[src/rtl/cu_pkg.sv]
// Shared definitions for the sequencer control unit: state encoding and opcodes.
package cu_pkg;

  typedef enum logic [2:0] {
    FETCH  = 3'd0,
    DECODE = 3'd1,
    EXEC   = 3'd2,
    MEMOP  = 3'd3,
    HALT   = 3'd4
  } state_t;

  localparam int OP_CLA = 0;
  localparam int OP_COM = 1;
  localparam int OP_SHR = 2;
  localparam int OP_CSL = 3;
  localparam int OP_STP = 4;
  localparam int OP_ADD = 5;
  localparam int OP_STA = 6;
  localparam int OP_LDA = 7;
  localparam int OP_JMP = 8;
  localparam int OP_BAN = 9;

endpackage

[src/rtl/cu_decode.sv]
// Combinational opcode classifier for the sequencer control unit.
module cu_decode
  import cu_pkg::*;
#(
  parameter int OP_W = 7
) (
  input  logic [OP_W-1:0] op,
  output logic            is_reg,
  output logic            is_rd,
  output logic            is_wr,
  output logic            is_jmp,
  output logic            is_ban,
  output logic            is_stop,
  output logic            is_ill
);

  // Classify the opcode; everything above the highest defined opcode is illegal.
  always_comb begin
    is_reg  = (op <= OP_W'(OP_CSL));
    is_rd   = (op == OP_W'(OP_ADD)) || (op == OP_W'(OP_LDA));
    is_wr   = (op == OP_W'(OP_STA));
    is_jmp  = (op == OP_W'(OP_JMP));
    is_ban  = (op == OP_W'(OP_BAN));
    is_stop = (op == OP_W'(OP_STP));
    is_ill  = (op >  OP_W'(OP_BAN));
  end

endmodule

[src/rtl/seq_cu.sv]
// Multi-cycle sequencer control unit: fetch / decode / execute / memory-op / halt.
module seq_cu
  import cu_pkg::*;
#(
  parameter int OP_W   = 7,
  parameter int ADDR_W = 8,
  parameter int CNT_W  = 16
) (
  input  logic                   clk,
  input  logic                   rst_n,
  input  logic                   resume,
  input  logic [OP_W+ADDR_W-1:0] mem_rdata,
  input  logic                   mem_ready,
  input  logic                   acc_neg,
  output logic [ADDR_W-1:0]      mem_addr,
  output logic                   mem_rd,
  output logic                   mem_wr,
  output logic                   acc_wr_en,
  output logic [OP_W-1:0]        alu_op,
  output logic [ADDR_W-1:0]      pc,
  output logic                   halted,
  output logic                   illegal,
  output logic [CNT_W-1:0]       retired
);

  localparam int IR_W = OP_W + ADDR_W;

  state_t            state;
  state_t            next_state;
  logic [IR_W-1:0]   ir;
  logic [OP_W-1:0]   ir_op;
  logic [ADDR_W-1:0] ir_addr;
  logic              is_reg, is_rd, is_wr, is_jmp, is_ban, is_stop, is_ill;
  logic              retire_now;

  assign ir_op   = ir[IR_W-1 -: OP_W];
  assign ir_addr = ir[ADDR_W-1:0];

  cu_decode #(.OP_W(OP_W)) u_decode (
    .op      (ir_op),
    .is_reg  (is_reg),
    .is_rd   (is_rd),
    .is_wr   (is_wr),
    .is_jmp  (is_jmp),
    .is_ban  (is_ban),
    .is_stop (is_stop),
    .is_ill  (is_ill)
  );

  // Counter increment that sticks at all-ones instead of wrapping.
  function automatic logic [CNT_W-1:0] sat_inc(input logic [CNT_W-1:0] v);
    return (&v) ? v : v + 1'b1;
  endfunction

  // An instruction completes when EXEC finishes without a memory phase (illegal
  // opcodes never complete), or when its memory operation is acknowledged.
  assign retire_now = ((state == EXEC) && !is_ill && !is_rd && !is_wr) ||
                      ((state == MEMOP) && mem_ready);

  // State register.
  always_ff @(posedge clk) begin
    if (!rst_n) state <= FETCH;
    else        state <= next_state;
  end

  // Next-state selection.
  always_comb begin
    next_state = state;
    unique case (state)
      FETCH:   if (mem_ready) next_state = DECODE;
      DECODE:  next_state = EXEC;
      EXEC: begin
        if (is_ill || is_stop)    next_state = HALT;
        else if (is_rd || is_wr)  next_state = MEMOP;
        else                      next_state = FETCH;
      end
      MEMOP:   if (mem_ready) next_state = FETCH;
      HALT:    if (resume && !illegal) next_state = FETCH;
      default: next_state = FETCH;
    endcase
  end

  // Program counter, instruction register, sticky illegal flag and retire count.
  always_ff @(posedge clk) begin
    if (!rst_n) begin
      pc      <= '0;
      ir      <= '0;
      illegal <= 1'b0;
      retired <= '0;
    end else begin
      if ((state == FETCH) && mem_ready) begin
        ir <= mem_rdata;
        pc <= pc + 1'b1;
      end
      if (state == EXEC) begin
        if (is_jmp || (is_ban && acc_neg)) pc <= ir_addr;
        if (is_ill) illegal <= 1'b1;
      end
      if (retire_now) retired <= sat_inc(retired);
    end
  end

  // Strobes and status; gated by rst_n so nothing is driven while reset is held.
  always_comb begin
    mem_addr  = pc;
    mem_rd    = 1'b0;
    mem_wr    = 1'b0;
    acc_wr_en = 1'b0;
    alu_op    = '0;
    halted    = 1'b0;
    if (rst_n) begin
      unique case (state)
        FETCH: mem_rd = 1'b1;
        EXEC: begin
          if (is_reg) begin
            acc_wr_en = 1'b1;
            alu_op    = ir_op;
          end
        end
        MEMOP: begin
          mem_addr = ir_addr;
          mem_rd   = is_rd;
          mem_wr   = is_wr;
          if (is_rd && mem_ready) begin
            acc_wr_en = 1'b1;
            alu_op    = ir_op;
          end
        end
        HALT:    halted = 1'b1;
        default: ;
      endcase
    end
  end

endmodule

[config.mk]
export PLATFORM = sky130hd
export DESIGN_NAME = seq_cu
export DESIGN_NICKNAME = d
export VERILOG_FILES = /design/src/rtl/cu_pkg.sv /design/src/rtl/cu_decode.sv /design/src/rtl/seq_cu.sv
export SDC_FILE = /design/constraint.sdc
export NUM_CORES = 1
export LEC_CHECK = 0
export CORE_ASPECT_RATIO = 1.75
export CORE_MARGIN = 5
export CORE_UTILIZATION = 45
export CTS_BUF_LIST = sky130_fd_sc_hd__clkbuf_2 sky130_fd_sc_hd__clkbuf_4 sky130_fd_sc_hd__clkbuf_8
export DETAILED_ROUTE_END_ITERATION = 12
export GPL_ROUTABILITY_DRIVEN = 0
export PLACE_DENSITY_LB_ADDON = 0.2
export SLEW_MARGIN = 30
export SYNTH_ARGS = -nofsm -noshare
export SYNTH_HDL_FRONTEND = slang
export SYNTH_SLANG_ARGS = --single-unit
[constraint.sdc]
create_clock -name clk -period 1.85 [get_ports clk]
set_input_delay 0.37 -clock clk [delete_from_list [all_inputs] [get_ports clk]]
set_output_delay 0.37 -clock clk [all_outputs]
set_load 0.005 [all_outputs]
* After elaboration in Yosys (flattened, before gate mapping) *
Cells that the tools add are included.

operators by class
  add/sub/neg operators = 2
  multipliers = 0
  divide/modulo/power cells = 0
  magnitude comparators = 2
  equality and inequality tests = 13
  shift-type cells = 0
  mux-type cells = 25
  bitwise logic cells = 1
  reductions and logical operators = 22

operators with widths
  operator                                                        count
  2-to-1 mux 8 bit                                                5
  equality test 7 x 3 -> 1 bit, second input constant             4
  2-to-1 mux 7 bit                                                3
  adder 16 x 1 -> 16 bit, second input constant                   1
  AND reduction 16 bit                                            1
  case mux 3 bit (5 select lines)                                 1
  equality test 7 x 4 -> 1 bit, second input constant             2
  case mux 7 bit (2 select lines)                                 1
  2-to-1 mux 3 bit                                                4
  adder 8 x 1 -> 8 bit, second input constant                     1
  logical AND 1 bit                                               8
  2-to-1 mux 1 bit                                                8
  greater-than comparator 7 x 4 -> 1 bit, second input constant   1
  less-or-equal comparator 7 x 2 -> 1 bit, second input constant  1
  equality test 3 x 2 -> 1 bit, second input constant             2
  != test 2 bit, second input constant                            3
  logical OR 1 bit                                                5
  logical NOT 1 bit                                               4
  case mux 1 bit (2 select lines)                                 2
  AND reduction 2 bit                                             2
  equality test 3 x 1 -> 1 bit, second input constant             1
  equality test 3 bit, second input constant                      1
  logical NOT 3 bit                                               1
  AND reduction 3 bit                                             1
  other kinds (2)                                                 2

storage, ports and cells
  flip-flop bits (word level) = 43
  latch bits = 0
  RAM bits = 0
  ROM bits = 0
  bits of input ports = 20
  output and inout bits = 44
  logic and storage cells = 70
  memories kept = 0

* Longest topological paths before layout *
  word-level depth = 7
  mapped depth = 7
  gate-level depth less buffers = 6

* Cells and area by module *
From an unflattened synthesis, not the netlist that was laid out.

unflattened totals
  cell total of the unflattened synthesis = 280
  area total of the unflattened synthesis = 2301.0 µm²

by module, submodules not included
  module     instances  cells an instance  area each (µm²)  sequential area each (µm²)
  seq_cu     1          268                2209.6           860.8
  cu_decode  1          12                 91.3             0.0

* Worst setup path before layout *
Ideal clock, no wire load.

  kind = flip-flop to output port
  start = reg state[2]
  end = out alu_op[1]
  arrival = 1.471 ns
  data required time = 1.480 ns
  path slack = 0.009 ns
  cell stages (with the launch flop) = 8
  path buffers = 2
  cells stage by stage = dfxtp_1 -> and2b_1 -> buf_6 -> nand3_2 -> buf_2 -> a2bb2oi_1 -> nor2_1 -> and2_1

between the ends
  cells in the longest elaborated chain, start to end = 3
  elaborated cells between the ends (all ways) = 4
  those cells by class = eq/ne: 2; mux: 2

ends and longest elaborated chain
  item                                 line           text
  start: declaration                   seq_cu.sv:28   state_t state;
  start signal: assignment             seq_cu.sv:63   else state <= next_state;
  equality test 3 x 2 -> 1 bit         seq_cu.sv:112  unique case (state)
  case mux 7 bit (2 select lines) (*)  seq_cu.sv:112
  2-to-1 mux 7 bit (*)                 seq_cu.sv:111  if (rst_n) begin
  end: declaration                     seq_cu.sv:19   output logic [OP_W-1:0] alu_op,

Mark *: on every way between the ends. The rest lies on a longest branch, timed or not.

* Worst setup path after layout *
  start = in rst_n
  end = out mem_addr[1]

between the ends
  cells in the longest elaborated chain, start to end = 1

ends and longest elaborated chain
  item                line           text
  start: declaration  seq_cu.sv:10   input logic rst_n,
  2-to-1 mux 8 bit    seq_cu.sv:111
  end: declaration    seq_cu.sv:15   output logic [ADDR_W-1:0] mem_addr,

No other way between the ends.

==> flow_summary.toml <==
[synth]
yosysTopAreaCell = "dfxtp_1"
yosysTopAreaCellShare_pct = 37.58
ys_top_cells_by_count = "nand2_1, dfxtp_1, nor2_1"
synthFlopType = "dfxtp_1"
synth_area_um2 = 2291
synth_edf_count = 0
yosysUniqueCellTypes = 45
synth_seq_cells = 43
yosysMostFrequentCell = "nand2_1"
synth.area.top_cells = "dfxtp_1, nand2_1, a21oi_1"
synth_warnings = 0
async_reset_ff_share_pct = 0
syn-mean-instance-area_um2 = 8.241
ys_seq_area_share_pct = 37.58
netlist_instances = 278

[worst_setup_path]
worst_setup_path_start_kind = "input port"
critPathMaxFanout = 5
worstSetupEndpointType = "output pin"
crit_required_ps = 1480
worstSetupPathType = "in -> out"
crit_arrival_ps = 1650

[detailed_routing]
drt-total-wl_mm = 6.638
wl_per_cell_um = 15.33
viasPerCell = 5.455
drc = 0
routed-via-count = 2362
ant_nets = 0
drtPass1Iterations = 4
drt-initial-drc-count = 125

[sta]
whs_ps = 477.1
max_freq_mhz = 495.7
finClkSkew_ps = 7.695
worst_slew_pin_slew_ps = 518.1
grt_setup_unrepaired = "true"
hold_viol = 0
setup_violations = 21
setup_slack_ps = -167.5
layout_min_cycle_time_ps = 2018
drv_slew = 0
relSlewSlack_pct = 65.33
finalCritPeriodShare_pct = 109.1

[power_and_ir_drop]
power.share.switching_pct = 26.21
p_per_area_nw_per_um2 = 550.8
total_power_mw = 1.916
switching_power_mw = 0.5022
power.share.clock_pct = 32.1
p_seq_share_pct = 51.8
p_int_mw = 1.414
power.leakage_nw = 1.302
power_frac_comb_pct = 16.1
peakVddDrop_uv = 483.4

[floorplan]
initial_core_util_pct = 46.03
rows = 34
die_h_um = 104.4
io_pins = 64
core-area_um2 = 4977
die_w_um = 63.94
dieArea_um2 = 6674

[grt]
grtUsageMet2_pct = 37.48
grt_max_degree = 36
top_usage_layer = "met2"
antenna_found_initial = 0
grt.overflow.total = 0
grt_util_met3_pct = 3.243
grt_pass1_vias = 2320
grt_pass1_wl_mm = 10.77
grt.met1_usage_pct = 20.50
grtUsageTotal_pct = 19.58

[layout]
seq_area_um2 = 867.1
nFillCells = 401
diodes = 0
multi_input_area_um2 = 1508
nets = 400
drive_above_1_share_pct = 29.55
syn2layout_area_growth_pct = 51.83

[status]
violations = "setup timing"
status = "finished with violations"

[clock_tree]
numCtsBuffers = 5
htree_num_levels = 2
cts_max_path_buffers = 2
root_buffer = "clkbuf_8"
cts_tree = "built"
path_clk_slew_ps = 70
clock-sinks = 43
clk_latency_ps = 300

[placed_design]
dp_hpwl_mm = 4.724
io_buffers = 59

[worst_hold_path]
holdCritPathClass = "reg -> reg"

[run]
drv_cap = 0
==> logic make-up after synthesis <==
| family | share of synthesized area (%) |
|---|---|
| fa+ha+maj | 1.092 |
| flops | 37.58 |
| simple gates | 27.20 |
| buf+inv | 5.134 |
| mux | 4.806 |
| other cells | 0.1637 |
| compound gates | 16.77 |
| xor+xnor | 7.264 |
==> worst max-delay path, stage by stage <==
cell and delay [ps]:
clkdlybuf4s50_1 500, nand3_2 110, buf_6 150, buf_4 130
mux2_2 270, buf_6 120
==> state kept, by name (all words and copies together), names as in the netlist <==
register,flops
state,3
pc,8
illegal,1
retired,16
ir,15
==> per-stage QoR <==
stage | TNS, ps | util [%] | cells | setup WS, ps | instance area, um2
floorplan | 0 | - | 281 | 9.249 | 2302
global placement | -10870 | 63.42 | 415 | -429.6 | 3157
detailed placement | -12110 | 63.42 | 415 | -446.7 | 3157
CTS | -1956 | 68.18 | 430 | -168.9 | 3393
global route | -3415 | 69.88 | 433 | -232.3 | 3478
finish | -1725 | 69.88 | 433 | -167.5 | 3478
==> power groups by stage <==
stage                     logic [mW]  clock network, mW  registers, mW
final                          0.309              0.615          0.993
after global routing           0.340              0.677          0.998
after global placement         0.289                  0           1.01
after detailed placement       0.293                  0           1.01
after CTS                      0.304              0.630          0.992
after floorplan                0.149                  0           1.01
==> layout make-up <==
class	count	share of cell area (%)
Clock inverter	1	0.1439
Clock buffer	7	2.410
Tap cell	54	1.942
Timing Repair Buffer	107	26.58
Inverter	6	0.6475
Sequential cell	43	24.93
Multi-Input combinational cell	215	43.35
==> placed cells by master, fill, tap and decap left out, types with 8 or more instances in the layout <==
cell,instances
mux2_2,8
buf_4,42
buf_2,13
nor2_1,26
nand3_1,8
a21oi_1,25
clkdlybuf4s50_1,43
xnor2_1,14
nand2_1,49
dfxtp_1,38
==> routing by layer <==
metal,routed length (um),share of wire [%]
met1,2440,37
met2,3785,57
met3,282,4.2
met4,129,1.9
met5,0,0
==> worst paths after layout <==
kind                      end  startpoint  slack (ps)  cells past startpoint
setup / recovery  mem_addr[1]       rst_n        -170                      6
hold / removal          ir[5]       ir[5]         480                      2
setup reg to reg  retired[14]    state[2]        -120                      8
hold reg to reg         ir[5]       ir[5]         480                      2
==> timing repair <==
action / 4_1_cts / 5_1_grt
gates resized for setup: 85 / 17
pin swaps: 11 / 10
setup buffers: 7 / 3
hold buffers: 0 / 0
setup endpoints to repair: 24 / 29
Power figures use the tool's default switching activity.
